==> src/rtl/multicycle_control_if.sv <==
// ---------------------------------------------------------------------------
// multicycle_control_if
//
// This interface bundles the signals between the multicycle control unit and
// its datapath.
//
// The master modport is the control unit. It takes the instruction fields and
// the branch flag, and it drives every datapath enable and select.
// The slave modport is the datapath side, which is the mirror image.
//
// Signals
//   program_mode          ctrl <- dp   1 = stream instructions into imem
//   opcode[3:0]           ctrl <- dp   opcode field of the instruction register
//   result_lsb            ctrl <- dp   LSB of ALU output register (branch cond)
//   ir_enable             ctrl -> dp   load instruction register
//   dmem_read             ctrl -> dp   data memory read strobe
//   dmem_write            ctrl -> dp   data memory write strobe
//   imem_read             ctrl -> dp   instruction memory read strobe
//   imem_write            ctrl -> dp   instruction memory write strobe
//   pc_increment          ctrl -> dp   PC <= PC + 1
//   alu_reg_enable        ctrl -> dp   latch register-file operands A/B
//   pc_enable             ctrl -> dp   PC <= branch/jump target
//   alu_src_B             ctrl -> dp   ALU B mux: 0 = reg B, 1 = immediate
//   alu_out_reg_enable    ctrl -> dp   latch ALU result
//   dmem_out_reg_enable   ctrl -> dp   latch data-memory output
//   reg_write_enable      ctrl -> dp   register-file write
//   select_reg_write_data ctrl -> dp   writeback source (0 ALU, 1 dmem, 2 imm)
// ---------------------------------------------------------------------------
interface multicycle_control_if;
    logic       program_mode;
    logic [3:0] opcode;
    logic       result_lsb;

    logic       ir_enable;
    logic       dmem_read;
    logic       dmem_write;
    logic       imem_read;
    logic       imem_write;
    logic       pc_increment;
    logic       alu_reg_enable;
    logic       pc_enable;
    logic       alu_src_B;
    logic       alu_out_reg_enable;
    logic       dmem_out_reg_enable;
    logic       reg_write_enable;
    logic [1:0] select_reg_write_data;

    modport master (
        input  program_mode, opcode, result_lsb,
        output ir_enable, dmem_read, dmem_write, imem_read, imem_write,
               pc_increment, alu_reg_enable, pc_enable, alu_src_B,
               alu_out_reg_enable, dmem_out_reg_enable, reg_write_enable,
               select_reg_write_data
    );

    modport slave (
        output program_mode, opcode, result_lsb,
        input  ir_enable, dmem_read, dmem_write, imem_read, imem_write,
               pc_increment, alu_reg_enable, pc_enable, alu_src_B,
               alu_out_reg_enable, dmem_out_reg_enable, reg_write_enable,
               select_reg_write_data
    );
endinterface

==> src/rtl/multicycle_control.sv <==
// ---------------------------------------------------------------------------
// multicycle_control
//
// This is a Moore control unit for a multicycle CPU with a 4-bit opcode.
// It steps each instruction through fetch, decode, execute, memory and
// writeback. It drives every datapath enable and select from the current
// state.
// A program mode streams words into instruction memory. During program mode
// the unit writes imem and bumps the PC on every cycle.
//
// Ports
//   clk    in  system clock, all state updates on the rising edge
//   reset  in  asynchronous, active-high; forces FETCH and zeroes all outputs
//   ctrl   multicycle_control_if.master, instruction fields in and
//          datapath controls out
//
// Cycles per instruction: NOP/reserved 2, JUMP/LI 3, R-type/ADDI/BRZ/STORE 4,
// LOAD 5.
// ---------------------------------------------------------------------------
module multicycle_control (
    input logic                  clk,
    input logic                  reset,
    multicycle_control_if.master ctrl
);

    // Opcode map
    localparam logic [3:0] OP_NOP   = 4'd0;
    localparam logic [3:0] OP_ADD   = 4'd1;
    localparam logic [3:0] OP_SUB   = 4'd2;
    localparam logic [3:0] OP_ADDI  = 4'd3;
    localparam logic [3:0] OP_AND   = 4'd4;
    localparam logic [3:0] OP_OR    = 4'd5;
    localparam logic [3:0] OP_XOR   = 4'd6;
    localparam logic [3:0] OP_SLT   = 4'd7;
    localparam logic [3:0] OP_LOAD  = 4'd8;
    localparam logic [3:0] OP_STORE = 4'd9;
    localparam logic [3:0] OP_BRZ   = 4'd10;
    localparam logic [3:0] OP_JUMP  = 4'd11;
    localparam logic [3:0] OP_LI    = 4'd12;
    localparam logic [3:0] OP_HALT  = 4'd15;

    // Writeback source select
    localparam logic [1:0] WB_SEL_ALU  = 2'd0;
    localparam logic [1:0] WB_SEL_DMEM = 2'd1;
    localparam logic [1:0] WB_SEL_IMM  = 2'd2;

    // Binary state encoding. Encoding 4'd15 is unused, and the next-state
    // default sends it back to FETCH.
    typedef enum logic [3:0] {
        ST_FETCH     = 4'd0,
        ST_DECODE    = 4'd1,
        ST_EXEC_R    = 4'd2,
        ST_EXEC_I    = 4'd3,
        ST_WB_ALU    = 4'd4,
        ST_MEM_ADDR  = 4'd5,
        ST_MEM_READ  = 4'd6,
        ST_WB_MEM    = 4'd7,
        ST_MEM_WRITE = 4'd8,
        ST_BR_CMP    = 4'd9,
        ST_BR_TAKE   = 4'd10,
        ST_JUMP      = 4'd11,
        ST_LI_WB     = 4'd12,
        ST_HALT      = 4'd13,
        ST_PROGRAM   = 4'd14
    } state_t;

    state_t state;
    state_t next_state;

    // -----------------------------------------------------------------------
    // State register
    // -----------------------------------------------------------------------
    // NOTE: sequential state uses non-blocking assignments so every flop
    // samples the pre-edge value of every other signal.
    always_ff @(posedge clk or posedge reset) begin
        if (reset) begin
            state <= ST_FETCH;
        end else begin
            state <= next_state;
        end
    end

    // -----------------------------------------------------------------------
    // Next-state logic
    // -----------------------------------------------------------------------
    // NOTE: next_state is given a default before the case. Because of that,
    // every path through this block assigns it, and no latch is inferred.
    always_comb begin
        next_state = ST_FETCH;

        case (state)
            ST_FETCH: begin
                next_state = ST_DECODE;
            end

            ST_DECODE: begin
                case (ctrl.opcode)
                    OP_ADD, OP_SUB, OP_AND,
                    OP_OR, OP_XOR, OP_SLT:  next_state = ST_EXEC_R;
                    OP_ADDI:                next_state = ST_EXEC_I;
                    OP_LOAD, OP_STORE:      next_state = ST_MEM_ADDR;
                    OP_BRZ:                 next_state = ST_BR_CMP;
                    OP_JUMP:                next_state = ST_JUMP;
                    OP_LI:                  next_state = ST_LI_WB;
                    OP_HALT:                next_state = ST_HALT;
                    // NOP and the reserved opcodes 13/14 finish after decode.
                    default:                next_state = ST_FETCH;
                endcase
            end

            ST_EXEC_R, ST_EXEC_I: begin
                next_state = ST_WB_ALU;
            end

            ST_MEM_ADDR: begin
                // The opcode is looked at a second time here so that LOAD and
                // STORE can share the address cycle. Any other opcode cannot
                // reach this state, and it is sent back to FETCH.
                if (ctrl.opcode == OP_LOAD) begin
                    next_state = ST_MEM_READ;
                end else if (ctrl.opcode == OP_STORE) begin
                    next_state = ST_MEM_WRITE;
                end else begin
                    next_state = ST_FETCH;
                end
            end

            ST_MEM_READ: begin
                next_state = ST_WB_MEM;
            end

            ST_BR_CMP: begin
                next_state = ST_BR_TAKE;
            end

            ST_HALT: begin
                // Only reset or program mode leaves HALT. The program-mode
                // override below handles the second of these.
                next_state = ST_HALT;
            end

            ST_PROGRAM: begin
                // This is the exit taken once program_mode drops. While
                // program_mode stays high, the override below keeps the unit
                // here.
                next_state = ST_FETCH;
            end

            // WB_ALU, WB_MEM, MEM_WRITE, BR_TAKE, JUMP and LI_WB all finish
            // the instruction. The unused encoding also recovers to FETCH.
            default: begin
                next_state = ST_FETCH;
            end
        endcase

        // Program mode wins over everything else. Any in-flight instruction is
        // abandoned at this edge, so none of its later strobes are issued.
        if (ctrl.program_mode) begin
            next_state = ST_PROGRAM;
        end
    end

    // -----------------------------------------------------------------------
    // Output decode (Moore). BR_TAKE is the one exception: there, pc_enable
    // passes result_lsb straight through.
    // -----------------------------------------------------------------------
    always_comb begin
        ctrl.ir_enable             = 1'b0;
        ctrl.dmem_read             = 1'b0;
        ctrl.dmem_write            = 1'b0;
        ctrl.imem_read             = 1'b0;
        ctrl.imem_write            = 1'b0;
        ctrl.pc_increment          = 1'b0;
        ctrl.alu_reg_enable        = 1'b0;
        ctrl.pc_enable             = 1'b0;
        ctrl.alu_src_B             = 1'b0;
        ctrl.alu_out_reg_enable    = 1'b0;
        ctrl.dmem_out_reg_enable   = 1'b0;
        ctrl.reg_write_enable      = 1'b0;
        ctrl.select_reg_write_data = WB_SEL_ALU;

        // During reset the state register already holds FETCH. Without this
        // gate the FETCH strobes would show while reset is still high, so the
        // outputs are held at 0 until reset is released.
        if (!reset) begin
            case (state)
                ST_FETCH: begin
                    ctrl.imem_read    = 1'b1;
                    ctrl.ir_enable    = 1'b1;
                    ctrl.pc_increment = 1'b1;
                end
                ST_DECODE: begin
                    ctrl.alu_reg_enable = 1'b1;
                end
                ST_EXEC_R, ST_BR_CMP: begin
                    ctrl.alu_out_reg_enable = 1'b1;
                end
                ST_EXEC_I, ST_MEM_ADDR: begin
                    ctrl.alu_src_B          = 1'b1;
                    ctrl.alu_out_reg_enable = 1'b1;
                end
                ST_WB_ALU: begin
                    ctrl.reg_write_enable      = 1'b1;
                    ctrl.select_reg_write_data = WB_SEL_ALU;
                end
                ST_MEM_READ: begin
                    ctrl.dmem_read           = 1'b1;
                    ctrl.dmem_out_reg_enable = 1'b1;
                end
                ST_WB_MEM: begin
                    ctrl.reg_write_enable      = 1'b1;
                    ctrl.select_reg_write_data = WB_SEL_DMEM;
                end
                ST_MEM_WRITE: begin
                    ctrl.dmem_write = 1'b1;
                end
                ST_BR_TAKE: begin
                    ctrl.pc_enable = ctrl.result_lsb;
                end
                ST_JUMP: begin
                    ctrl.pc_enable = 1'b1;
                end
                ST_LI_WB: begin
                    ctrl.reg_write_enable      = 1'b1;
                    ctrl.select_reg_write_data = WB_SEL_IMM;
                end
                ST_PROGRAM: begin
                    ctrl.imem_write   = 1'b1;
                    ctrl.pc_increment = 1'b1;
                end
                // HALT and the unused encoding drive nothing.
                default: begin
                end
            endcase
        end
    end

endmodule

==> src/flat_wrapper.sv <==
// flat-port wrapper written by rule: the top's interface ports become plain ports
module multicycle_control_flat 
  (clk, reset, ctrl_program_mode, ctrl_opcode, ctrl_result_lsb, ctrl_ir_enable, ctrl_dmem_read, ctrl_dmem_write, ctrl_imem_read, ctrl_imem_write, ctrl_pc_increment, ctrl_alu_reg_enable, ctrl_pc_enable, ctrl_alu_src_B, ctrl_alu_out_reg_enable, ctrl_dmem_out_reg_enable, ctrl_reg_write_enable, ctrl_select_reg_write_data);
  multicycle_control_if ctrl_i ();
  input logic clk;
  input logic reset;
  input wire logic [$bits(ctrl_i.program_mode)-1:0] ctrl_program_mode;
  input wire logic [$bits(ctrl_i.opcode)-1:0] ctrl_opcode;
  input wire logic [$bits(ctrl_i.result_lsb)-1:0] ctrl_result_lsb;
  output wire logic [$bits(ctrl_i.ir_enable)-1:0] ctrl_ir_enable;
  output wire logic [$bits(ctrl_i.dmem_read)-1:0] ctrl_dmem_read;
  output wire logic [$bits(ctrl_i.dmem_write)-1:0] ctrl_dmem_write;
  output wire logic [$bits(ctrl_i.imem_read)-1:0] ctrl_imem_read;
  output wire logic [$bits(ctrl_i.imem_write)-1:0] ctrl_imem_write;
  output wire logic [$bits(ctrl_i.pc_increment)-1:0] ctrl_pc_increment;
  output wire logic [$bits(ctrl_i.alu_reg_enable)-1:0] ctrl_alu_reg_enable;
  output wire logic [$bits(ctrl_i.pc_enable)-1:0] ctrl_pc_enable;
  output wire logic [$bits(ctrl_i.alu_src_B)-1:0] ctrl_alu_src_B;
  output wire logic [$bits(ctrl_i.alu_out_reg_enable)-1:0] ctrl_alu_out_reg_enable;
  output wire logic [$bits(ctrl_i.dmem_out_reg_enable)-1:0] ctrl_dmem_out_reg_enable;
  output wire logic [$bits(ctrl_i.reg_write_enable)-1:0] ctrl_reg_write_enable;
  output wire logic [$bits(ctrl_i.select_reg_write_data)-1:0] ctrl_select_reg_write_data;
  assign ctrl_i.program_mode = ctrl_program_mode;
  assign ctrl_i.opcode = ctrl_opcode;
  assign ctrl_i.result_lsb = ctrl_result_lsb;
  assign ctrl_ir_enable = ctrl_i.ir_enable;
  assign ctrl_dmem_read = ctrl_i.dmem_read;
  assign ctrl_dmem_write = ctrl_i.dmem_write;
  assign ctrl_imem_read = ctrl_i.imem_read;
  assign ctrl_imem_write = ctrl_i.imem_write;
  assign ctrl_pc_increment = ctrl_i.pc_increment;
  assign ctrl_alu_reg_enable = ctrl_i.alu_reg_enable;
  assign ctrl_pc_enable = ctrl_i.pc_enable;
  assign ctrl_alu_src_B = ctrl_i.alu_src_B;
  assign ctrl_alu_out_reg_enable = ctrl_i.alu_out_reg_enable;
  assign ctrl_dmem_out_reg_enable = ctrl_i.dmem_out_reg_enable;
  assign ctrl_reg_write_enable = ctrl_i.reg_write_enable;
  assign ctrl_select_reg_write_data = ctrl_i.select_reg_write_data;
  multicycle_control u_core (.clk(clk), .reset(reset), .ctrl(ctrl_i));
endmodule
==> config.mk <==
export PLATFORM = sky130hd
export DESIGN_NAME = multicycle_control_flat
export DESIGN_NICKNAME = d
export VERILOG_FILES = /design/src/rtl/multicycle_control_if.sv /design/src/rtl/multicycle_control.sv /design/src/flat_wrapper.sv
export SDC_FILE = /design/constraint.sdc
export NUM_CORES = 1
export LEC_CHECK = 0
export CAP_MARGIN = 20
export CORE_ASPECT_RATIO = 1.1
export CORE_MARGIN = 2
export CORE_UTILIZATION = 36
export CTS_CLUSTER_DIAMETER = 30
export CTS_CLUSTER_SIZE = 10
export DETAILED_ROUTE_END_ITERATION = 16
export PLACE_DENSITY = 0.81
export SYNTH_ARGS = -nofsm -noshare
export SYNTH_HDL_FRONTEND = slang
export SYNTH_SLANG_ARGS = --single-unit
==> constraint.sdc <==
create_clock -name clk -period 1.35 [get_ports clk]
set_input_delay 0.27 -clock clk [delete_from_list [all_inputs] [get_ports clk]]
set_output_delay 0.27 -clock clk [all_outputs]
set_load 0.02 [all_outputs]
* After elaboration in Yosys (flattened, before gate mapping)
Memories as Yosys holds them, arrays and structs flattened. Index checks and enable logic that the tools add are counted.
Cells by class: equality and inequality tests 16, muxes and demuxes 26, reduce and logical (&&, ||, !) cells 6
Operators by type and width (count):
- $eq 4x4->1 const B | 9
- $pmux 4 s7 | 1
- $mux 1 | 19
- $eq 4x3->1 const B | 4
- $mux 4 | 3
- $eq 4x2->1 const B | 2
- $reduce_or 2->1 | 3
- $eq 4x1->1 const B | 1
- $logic_not 4->1 | 1
- $pmux 2 s2 | 1
- $reduce_or 4->1 | 1
- $reduce_or 3->1 | 1
- $mux 2 | 1
- $pmux 1 s2 | 1
Word-level totals: bits in registers 4, memory bits (read-only) 64, word-level logic and storage cells 50, memories 1
Memory list:
- (name not given) | words 16, width 4, read ports 1, clocked after memory_dff 0, write ports 0, line multicycle_control.sv:97 | case (ctrl.opcode)

* Depth between registers and ports, before layout
depth after elaboration 5, mapped depth 5

* Worst setup path before layout
No wires, ideal clock.
path type register to output, start point register u_core.state[2], end point output port ctrl_dmem_read, data arrival time 1.702 ns, path slack -0.622 ns, cell stages (with the launch flop) 5, path buffers 2, cell sequence dfrtp_1 -> buf_2 -> nand2_1 -> nor4_1 -> buf_4
On the way: longest elaborated chain between the ends 3
RTL lines:
- start, declared | line multicycle_control.sv:67 | state_t state;
- start signal, assigned | line multicycle_control.sv:79 | state <= next_state;
- $eq 4x3->1
- $mux 1 (2 in series)
- end, declared | line flat_wrapper.sv:11 | output wire logic [$bits(ctrl_i.dmem_read)-1:0] ctrl_dmem_read;
No other way between the ends.

* Worst setup path in the final report
start point register u_core.state[1], end point output port ctrl_pc_increment
On the way: longest elaborated chain between the ends 4, elaborated cells between the ends (all ways) 5, classes of those cells 1 x eq/ne; 2 x mux; 2 x reduce/logical
RTL lines:
- $eq 4x4->1 / $logic_not 4->1 (equally long branches) | line multicycle_control.sv:186 | case (state)
- $reduce_or 2->1 (no line) *
- $mux 1 * | line multicycle_control.sv:186
- $mux 1 * | line multicycle_control.sv:185 | if (!reset) begin
- end, declared | line flat_wrapper.sv:15 | output wire logic [$bits(ctrl_i.pc_increment)-1:0] ctrl_pc_increment;
Mark *: on every way between the ends. The rest lies on a longest branch, timed or not.

==> flow_metrics.tcl <==
set metrics [dict create \
    r2r_end "u_core.state[0]$_DFF_PP0_" \
    final_cell_mix "buf_4 (33), buf_6 (6), nor3_2 (4)" \
    maxCapViolations 0 \
    fin_nets 126 \
    period_share 1.26 \
    fillers 79 \
    cpPeakStageDelay_ns 0.42 \
    cts.path.max_buffers 2 \
    end_kind "primary output" \
    crit_family "flip-flops" \
    status "finished with violations" \
    drive_gt1_frac 0.688 \
    synthMuxAreaShare 0 \
    ys_seq_area_frac 0.194 \
    crit_type "reg -> out" \
    clkTransAtPathRegs_ns 0.04 \
    num_rows 14 \
    worst_slack_ns -0.353 \
    die_w_um 40.1 \
    cp_slowest_cell "dfrtp_1" \
    maxSlewHeadroom 0.775 \
    grt_overflow 0 \
    violations "setup timing" \
    start_kind "register" \
    initial_utilization 0.383 \
    rr_startpoint "u_core.state[1]$_DFF_PP0_" \
    min_path_type "in -> async" \
    drcViolationCount 0 \
    synthArstFlopShare 1.00 \
    slew_viol_final 0 \
    place.port_buffers 21 \
    drt_iter0_drc 12 \
    synthAdderAreaFrac 0.0969 \
    path_buf_inv 1 \
    worst_pin_slew_ns 0.338 \
    r2r_cells 6 \
    crit_chain "or3_4 > a211oi_4 > buf_6" \
    antenna_found_initial 0 \
    synth-compound-area-share 0.252 \
    synth-edff-count 0 \
    synth_cells 69 \
    cp.depth 3 \
    setup_violations 14 \
    die_h_um 43.7 \
    p_leak_uw 0.000491 \
    clk_latency_ns 0.24 \
    synthDistinctLibCells 31 \
    synth_nets 81 \
    gp_congestion 0.807 \
    largest_reg_flops 4 \
    path_max_fanout 3 \
    synth_ff_type "dfrtp_1" \
    core_area_sq_mm 0.00135 \
    grt_start_max_net_pins 10 \
    area_growth_pct 116 \
    ctsHtreeMaxLevel 1 \
    cts_root_buffer "clkbuf_4" \
    cts_tree "done" \
    grt_pass1_wl_mm 3.17 \
    dp_hpwl_mm 1.34 \
    largest_register "u_core.state" \
    vdd_drop_max_v 0.000721 \
    ios 22 \
    dr_total_vias 748 \
    cp.arrival_ns 1.43 \
    synth_seq_cells 4 \
    synth_top_family_by_area "simple AND/OR/NAND/NOR gates" \
    grt_use_total 0.257 \
    power-per-cell-area_mw_per_mm2 632 \
    dr.pass1.iters 4 \
    layout_commonest_cell "buf_4" \
    first_global_vias 736 \
    synth_xor_area_frac 0.0339 \
    cp.required_ns 1.08 \
    netlist_area_sq_um 517 \
    diodes 0 \
    top_regs "u_core.state (4)" \
    cts_buffers 3 \
    wire_per_inst_um 16.6 \
    yosysWarnings 0 \
    die_area_sq_mm 0.00175 \
    drt_wl_total_mm 2.12 \
    regToRegSetupSlack_ns 0.02 \
    viasPerCell 5.84 \
    finalPower_uw 707 \
    hold_violations 0 \
    fmax_mhz 587 \
    finClkSkew_ns 0.0122 \
    clock_sinks 4 \
    worst_hold_slack_ns 0.376 \
    hold_buffers 0 \
    final.min_clock_period_ns 1.70 \
    rsz0062_at_grt "true" \
    ant_nets 0 \
    synthSimpleGateAreaFrac 0.322 \
    syn_avg_cell_area_sq_um 7.49 \
]
==> cell usage after synthesis (2+ instances only) <==
cell / instances / area, sq um
buf_2: 3 / 15.0
nor4_1: 3 / 18.8
xor2_1: 2 / 17.5
ha_1: 4 / 50.1
dfrtp_1: 4 / 100
nand2_1: 5 / 18.8
nor2b_1: 4 / 25.0
a211oi_1: 2 / 15.0
inv_1: 4 / 15.0
nand3_1: 2 / 10.0
buf_4: 2 / 15.0
a21oi_1: 2 / 10.0
clkbuf_1: 2 / 7.51
nor3_1: 4 / 20.0
and3_1: 3 / 18.8
nor2_1: 7 / 26.3
a22oi_1: 2 / 15.0
==> per-layer routing <==
| metal | wire [um] | share of wire | GRT usage | vias to the layer above |
|---|---|---|---|---|
| li1 | - | - | - | 337 |
| met1 | 772 | 0.36 | 0.286 | 352 |
| met2 | 1140 | 0.54 | 0.484 | 49 |
| met3 | 153 | 0.072 | 0.0308 | 10 |
| met4 | 53 | 0.025 | 0.0621 | 0 |
| met5 | 0 | 0 | 0 | - |
==> cells by family (layout without fill, tap and decap cells) <==
| kind of cell | Yosys count | in the layout |
|---|---|---|
| buffers and inverters | 11 | 54 |
| flip-flops | 4 | 4 |
| XOR/XNOR | 2 | 2 |
| AND/OR/NAND/NOR | 32 | 32 |
| AO/OA/AOI/OAI | 16 | 16 |
| adder cells (fa/ha/maj) | 4 | 4 |
==> power breakdown <==
part | total (uW) | internal [uW] | switching (uW)
clock network | 149 | 99.5 | 49.9
registers | 151 | 132 | 19.2
logic | 407 | 193 | 213
total | 707 | 425 | 282
==> tightest hold or removal path: cells and delay by family <==
family,cells,cell delay (ns)
buffers and inverters,3,0.66
==> metrics by stage <==
stage | std cells | utilization | setup TNS (ns) | cell area (sq um) | setup slack [ns]
floorplan | 69 | - | -0.460 | 612 | -0.123
global placement | 123 | 0.718 | -10.78 | 968 | -0.721
detailed placement | 123 | 0.718 | -11.19 | 968 | -0.776
CTS | 127 | 0.776 | -2.98 | 1050 | -0.307
global route | 128 | 0.829 | -3.85 | 1120 | -0.370
finish | 128 | 0.829 | -3.28 | 1120 | -0.353
==> final cells by class <==
type | instances | area (sq um) | area share
inverter | 4 | 15.0 | 0.0134
timing repair buffer | 47 | 392 | 0.350
clock buffer | 3 | 22.5 | 0.0201
multi-input combinational | 54 | 567 | 0.507
sequential | 4 | 103 | 0.0917
tap | 16 | 20.0 | 0.0179
==> how the worst max path moves through the flow <==
stage | start | endpoint | slack (ns)
after global placement | reset | ctrl_dmem_read | -0.72
after detailed placement | reset | ctrl_dmem_out_reg_enable | -0.78
after global routing | u_core.state[1]$_DFF_PP0_ | ctrl_pc_increment | -0.37
after CTS | u_core.state[3]$_DFF_PP0_ | ctrl_pc_increment | -0.31
final | u_core.state[1]$_DFF_PP0_ | ctrl_pc_increment | -0.35
after floorplan | u_core.state[3]$_DFF_PP0_ | ctrl_dmem_read | -0.12
==> repair_timing <==
| item | in CTS | in global routing |
|---|---|---|
| hold endpoints to repair | 0 | 0 |
| pin swaps | 7 | 7 |
| setup buffers | 1 | 2 |
| setup endpoints to repair | 18 | 18 |
| gates resized for setup | 93 | 24 |
Power figures use the tool's default switching activity.
